`src/rtl/wb_ddr2_rr_arbiter_pkg.sv`:
```
// rtl/wb_ddr2_rr_arbiter_pkg.sv - shared Wishbone constants, arbiter states and clog2
package wb_ddr2_rr_arbiter_pkg;

  localparam logic [2:0] WB_CTI_CLASSIC = 3'b000;
  localparam logic [2:0] WB_CTI_CONST   = 3'b001;
  localparam logic [2:0] WB_CTI_INCR    = 3'b010;
  localparam logic [2:0] WB_CTI_EOB     = 3'b111;

  localparam logic [1:0] WB_BTE_LINEAR  = 2'b00;
  localparam logic [1:0] WB_BTE_WRAP4   = 2'b01;
  localparam logic [1:0] WB_BTE_WRAP8   = 2'b10;
  localparam logic [1:0] WB_BTE_WRAP16  = 2'b11;

  typedef enum logic [1:0] {
    ARB_IDLE  = 2'd0,
    ARB_BUSY  = 2'd1,
    ARB_ABORT = 2'd2
  } arb_state_t;

  function automatic int clog2(input int value);
    int r;
    r = 0;
    while ((1 << r) < value) r = r + 1;
    return r;
  endfunction

endpackage

```
`src/rtl/wb_rr_pick.sv`:
```
// rtl/wb_rr_pick.sv - combinational round-robin select starting after the last winner
module wb_rr_pick #(
  parameter int N  = 3,
  parameter int IW = 2
) (
  input  logic [N-1:0]  req,
  input  logic [IW-1:0] last,
  output logic [N-1:0]  grant,
  output logic [IW-1:0] idx
);

  logic [2*N-1:0] rot;

  // rot[j] is the request of master (last+1+j) mod N; the lowest set bit wins
  always_comb begin
    rot   = {req, req} >> (int'(last) + 1);
    grant = '0;
    idx   = last;
    for (int j = N - 1; j >= 0; j--) begin
      if (rot[j]) begin
        idx   = IW'((int'(last) + 1 + j) % N);
        grant = N'(1) << idx;
      end
    end
  end

endmodule

```
`src/rtl/wb_ddr2_rr_arbiter.sv`:
```
// rtl/wb_ddr2_rr_arbiter.sv - round-robin Wishbone arbiter in front of the DDR2 slave port
module wb_ddr2_rr_arbiter
  import wb_ddr2_rr_arbiter_pkg::*;
#(
  parameter int NUM_MASTERS = 3,
  parameter int TIMEOUT     = 1024
) (
  input  logic                      wb_clk,
  input  logic                      wb_rst_n,
  input  logic [32*NUM_MASTERS-1:0] wbm_adr_i,
  input  logic [32*NUM_MASTERS-1:0] wbm_dat_i,
  input  logic [4*NUM_MASTERS-1:0]  wbm_sel_i,
  input  logic [3*NUM_MASTERS-1:0]  wbm_cti_i,
  input  logic [2*NUM_MASTERS-1:0]  wbm_bte_i,
  input  logic [NUM_MASTERS-1:0]    wbm_cyc_i,
  input  logic [NUM_MASTERS-1:0]    wbm_stb_i,
  input  logic [NUM_MASTERS-1:0]    wbm_we_i,
  output logic [31:0]               wbm_dat_o,
  output logic [NUM_MASTERS-1:0]    wbm_ack_o,
  output logic [NUM_MASTERS-1:0]    wbm_err_o,
  output logic [NUM_MASTERS-1:0]    wbm_rty_o,
  output logic [31:0]               wbs_adr_o,
  output logic [31:0]               wbs_dat_o,
  output logic [3:0]                wbs_sel_o,
  output logic [2:0]                wbs_cti_o,
  output logic [1:0]                wbs_bte_o,
  output logic                      wbs_cyc_o,
  output logic                      wbs_stb_o,
  output logic                      wbs_we_o,
  input  logic [31:0]               wbs_dat_i,
  input  logic                      wbs_ack_i,
  output logic [NUM_MASTERS-1:0]    arb_grant_o,
  output logic                      arb_timeout_o
);

  localparam int N  = NUM_MASTERS;
  localparam int IW = (clog2(N) < 1) ? 1 : clog2(N);
  localparam int CW = (clog2(TIMEOUT + 1) < 1) ? 1 : clog2(TIMEOUT + 1);
  localparam logic [CW-1:0] CNT_MAX  = '1;
  localparam logic [CW-1:0] CNT_FIRE = CW'((TIMEOUT > 0) ? TIMEOUT - 1 : 0);

  arb_state_t    state, state_nxt;
  logic [N-1:0]  grant, pick_grant;
  logic [IW-1:0] last, pick_idx;
  logic [CW-1:0] cnt;
  logic          g_cyc, g_stb, busy, fire;

  wb_rr_pick #(.N(N), .IW(IW)) u_pick (
    .req   (wbm_cyc_i),
    .last  (last),
    .grant (pick_grant),
    .idx   (pick_idx)
  );

  // last always holds the index of the current owner while a grant is held
  assign g_cyc       = wbm_cyc_i[last];
  assign g_stb       = wbm_stb_i[last];
  assign wbm_dat_o   = wbs_dat_i;
  assign wbm_rty_o   = '0;
  assign arb_grant_o = grant;

  always_comb begin
    state_nxt = state;
    busy      = (state == ARB_BUSY);
    fire      = 1'b0;
    case (state)
      ARB_IDLE: begin
        if (|wbm_cyc_i) state_nxt = ARB_BUSY;
      end
      ARB_BUSY: begin
        fire = (TIMEOUT != 0) && g_cyc && g_stb && !wbs_ack_i && (cnt == CNT_FIRE);
        if (!g_cyc)    state_nxt = ARB_IDLE;
        else if (fire) state_nxt = ARB_ABORT;
      end
      ARB_ABORT: begin
        if (!g_cyc) state_nxt = ARB_IDLE;
      end
      default: state_nxt = ARB_IDLE;
    endcase

    wbs_adr_o = '0;
    wbs_dat_o = '0;
    wbs_sel_o = '0;
    wbs_cti_o = '0;
    wbs_bte_o = '0;
    wbs_cyc_o = 1'b0;
    wbs_stb_o = 1'b0;
    wbs_we_o  = 1'b0;
    if (busy) begin
      wbs_adr_o = wbm_adr_i[last*32 +: 32];
      wbs_dat_o = wbm_dat_i[last*32 +: 32];
      wbs_sel_o = wbm_sel_i[last*4 +: 4];
      wbs_cti_o = wbm_cti_i[last*3 +: 3];
      wbs_bte_o = wbm_bte_i[last*2 +: 2];
      wbs_cyc_o = g_cyc;
      wbs_stb_o = g_stb;
      wbs_we_o  = wbm_we_i[last];
    end

    wbm_ack_o     = (busy && wbs_ack_i && !fire) ? grant : '0;
    wbm_err_o     = fire ? grant : '0;
    arb_timeout_o = fire;
  end

  always_ff @(posedge wb_clk) begin
    if (!wb_rst_n) begin
      state <= ARB_IDLE;
      grant <= '0;
      last  <= IW'(N - 1);
      cnt   <= '0;
    end else begin
      state <= state_nxt;
      if (state == ARB_IDLE && |wbm_cyc_i) begin
        grant <= pick_grant;
        last  <= pick_idx;
        cnt   <= '0;
      end else if (state_nxt == ARB_IDLE) begin
        grant <= '0;
      end
      // watchdog saturates instead of wrapping so a disabled or huge limit stays inert
      if (state == ARB_BUSY) begin
        if (wbs_ack_i)                  cnt <= '0;
        else if (g_stb && cnt != CNT_MAX) cnt <= cnt + 1'b1;
      end
    end
  end

endmodule

```
`config.mk`:
```
export PLATFORM = sky130hd
export DESIGN_NAME = wb_ddr2_rr_arbiter
export DESIGN_NICKNAME = d
export VERILOG_FILES = /design/src/rtl/wb_ddr2_rr_arbiter_pkg.sv /design/src/rtl/wb_rr_pick.sv /design/src/rtl/wb_ddr2_rr_arbiter.sv
export SDC_FILE = /design/constraint.sdc
export NUM_CORES = 1
export LEC_CHECK = 0
export CELL_PAD_IN_SITES_DETAIL_PLACEMENT = 2
export CELL_PAD_IN_SITES_GLOBAL_PLACEMENT = 2
export CORE_MARGIN = 1
export CORE_UTILIZATION = 13
export DETAILED_ROUTE_END_ITERATION = 10
export GPL_TIMING_DRIVEN = 0
export PLACE_DENSITY_LB_ADDON = 0.1
export SLEW_MARGIN = 10
export SYNTH_ARGS = -nofsm -noshare
export SYNTH_HDL_FRONTEND = slang
export SYNTH_SLANG_ARGS = --single-unit
```
`constraint.sdc`:
```
create_clock -name wb_clk -period 3.05 [get_ports wb_clk]
set_input_delay 0.4575 -clock wb_clk [delete_from_list [all_inputs] [get_ports wb_clk]]
set_output_delay 0.4575 -clock wb_clk [all_outputs]
set_load 0.01 [all_outputs]
```
==> impl_results.md <==
- CTS Hold Buffers Added: 0
- Vias per inst: 4.29
- First drt pass iteration count: 4
- Hold WC Path Type: flop to flop
- DRC: 0
- Commonest cells post-synth: nor2_1, a21oi_1, mux2i_1, buf_4, clkbuf_1
- Seq cells post-synth: 18
- Met2 Use GR: 34.8%
- Dpl cells: around 1200
- Largest net degree at the start of global routing: 11
- Num CTS Buffers: 3
- Relative slew slack: between 50% and 60%
- Post-synth top area share: between 20% and 30%
- Number of synthesized flops with an enable pin: 0
- TritonCTS clock tree: built
- First-pass GRT wire length: ~35000 microns
- Slew Viols, Final: 0
- PortBufs: 344
- Leak pwr: 0.00274 uW
- Yosys warns: 0
- Final net count: around 1100
- Critical path required time: ~2.6 ns
- Clock-pin slew on the worst setup and hold paths: around 0.050 ns
- Final setup vio count: 0
- Asr flop ratio synth: 0%
- Row cnt: 58
- Skew-Pair Late Insertion Delay: around 0.25 ns
- Chip width: roughly 160 microns
- Setup repair bufs after CTS: 0
- HPWL Detailed: ~20000 microns
- Max Fclk: about 350 MHz
- Total gr overflow: 0
- Actual slew at the worst max-slew pin: a little under 0.7 ns
- GRT busiest layer: met2
- GP Congestion: between 0.7 and 0.8
- Total GRT Usage: 17.2%
- CP Launch Type: input pin
- Post-synthesis sequential area ratio: 10.7%
- Fin crit period: 2.87 ns
- Initial Utilization: a little over an eighth
- Layout cells sized above 1: roughly 9.0%
- DRC marker count from the first detailed-route iteration: just over 80
- Antenna violations before repair: 4
- Synth Area per Inst: 6.36 sq um
- Non-Filler Instances: ~1200
- Die area: around 27000 sq um
- Cell mode on critical path: clkdlybuf4s50_1
- Critical Path AT: around 2.4 ns
- GR Layer Usage met3: under 10%
- Max-Cap Viols: 0
- Sink Count: 18
- Post-Syn Area: between 3000 and 4000 sq um
- Crit. End Element: output pin
- Worst VDD drop: around 0.19 mV
- Worst-path cell chain: clkdlybuf4s50_1 > mux2i_1 > o21ai_2 > and3_1 > and2_1 > clkdlybuf4s50_1
- WL final: about 23000 microns
- Area growth syn-to-layout: 119%
- Clk buf depth: 2
- Clock Root Buffer: clkbuf_16
- Detail Route Antenna Nets: 0
- Post-synth cell types: 48
- Hold_ws: 0.463 ns
- Die Y-Extent: around 160 microns
- Final core occ: 29.2%
- Post-synthesis cell count: 529
- RSZ-0062 raised after global routing: false
- Area leader, netlist: mux2i_1
- Vias in the first global route: around 6000
- Final Hold Viols: 0
- Setup Skew: 0.00170 ns
- Max stage delay on crit path: about 0.63 ns
- Most frequent cell after synthesis: nor2_1
- Synth Flop Type: dfxtp_1
- Slowest cell on crit path: clkdlybuf4s50_1
- Vias: around 5200
- Core ar.: 25300 sq um
- Crit path kind: input pin to output pin
- Crit share post-route: approximately 94%
- Synth area leaders: mux2i_1, nor2_1, a21oi_1
- Routed len/inst: 19.3 microns
- Power consumption: ~2900 uW
- Status: complete, no violations
- Power Dens Cells: ~390 nW/um^2
- H-Tree Depth: 1
- Peak fanout along the critical path: 8
- Placed Area: between 7000 and 8000 sq um
- Post-route cell area: ~7400 sq um
- # IOs: 384
- Met1 Usage GRT: 16.5%
[metal layers]
layer | share of wire [%] | vias to the layer above
li1 | - | 2497
met1 | 35 | 2478
met2 | 55 | 202
met3 | 8.6 | 18
met4 | 1.7 | 4
met5 | 0.12 | -
[cells in the final DEF, fill, tap and decap left out, drive strengths merged, types with 3 or more instances in the layout]
master         instances
clkdlybuf4s50        344
mux2                   3
mux2i                 80
a221oi                 3
and2                   7
nor3                   3
and3                   8
nand3                 13
nor2b                  3
clkbuf                33
nand2                 15
dfxtp                 18
or3                    3
a21oi                 81
inv                    4
ha                     5
o21ai                  9
o2bb2ai                3
buf                   50
nand4                  6
conb                   3
nor2                 156
[power by group]
part           switching [uW]  internal [uW]  total, uW
Clock                    95.4            200        295
Sequential               24.0            256        280
Combinational            1150           1130       2280
[stage by stage]
step | TNS [ns] | setup WS (ns)
finish | 0 | 0.179
global route | 0 | 0.0195
CTS | 0 | 0.00214
detailed placement | -11.57 | -0.360
global placement | -4.10 | -0.239
floorplan | 0 | 1.09
[critical path, delay by kind of cell]
kind	cells	cell delay [ns]
AO/OA/AOI/OAI	1	0.22
buffers and inverters	2	1.17
multiplexers	1	0.16
AND/OR/NAND/NOR	2	0.39
[kinds of logic (layout without fill, tap and decap cells)]
kind of cell | after synthesis | in the layout | share of synthesized area, %
AO/OA/AOI/OAI | 113 | 113 | 19.0
adder cells (fa/ha/maj) | 5 | 5 | 1.86
buffers and inverters | 83 | 431 | 14.1
flip-flops | 18 | 18 | 10.7
multiplexers | 83 | 83 | 24.8
other | 1 | 5 | 0.111
AND/OR/NAND/NOR | 226 | 226 | 29.5
[flip-flops by register name (all words and copies together) (netlist names)]
name,flops
cnt,11
arb_grant_o,3
last,2
state,2
[what timing repair did]
action,CTS,global route
cloned,0,0
endpoints found under the setup margin,76,60
endpoints found under the hold margin,0,0
gates resized for setup,20,15
[layout make-up]
type                    instances  area [sq um]
fillers                      2994         17900
repair buffers                344          3440
multi-input cells             430          2540
plain buffers                  79           504
well taps                     330           413
flip-flops and latches         18           362
clock buffers                   4          88.8
inverters                       4          15.0
diodes                          2          5.00
[worst paths after layout]
check,from,endpoint,slack (ns),cells past startpoint
worst min-delay path,cnt[5],cnt[5],0.46,1
worst max-delay path,wbm_cyc_i[0],wbm_err_o[2],0.18,6
worst max register to register,last[0],last[1],0.87,8
worst min register to register,cnt[5],cnt[5],0.46,1
(Power assumes the default switching activity.)
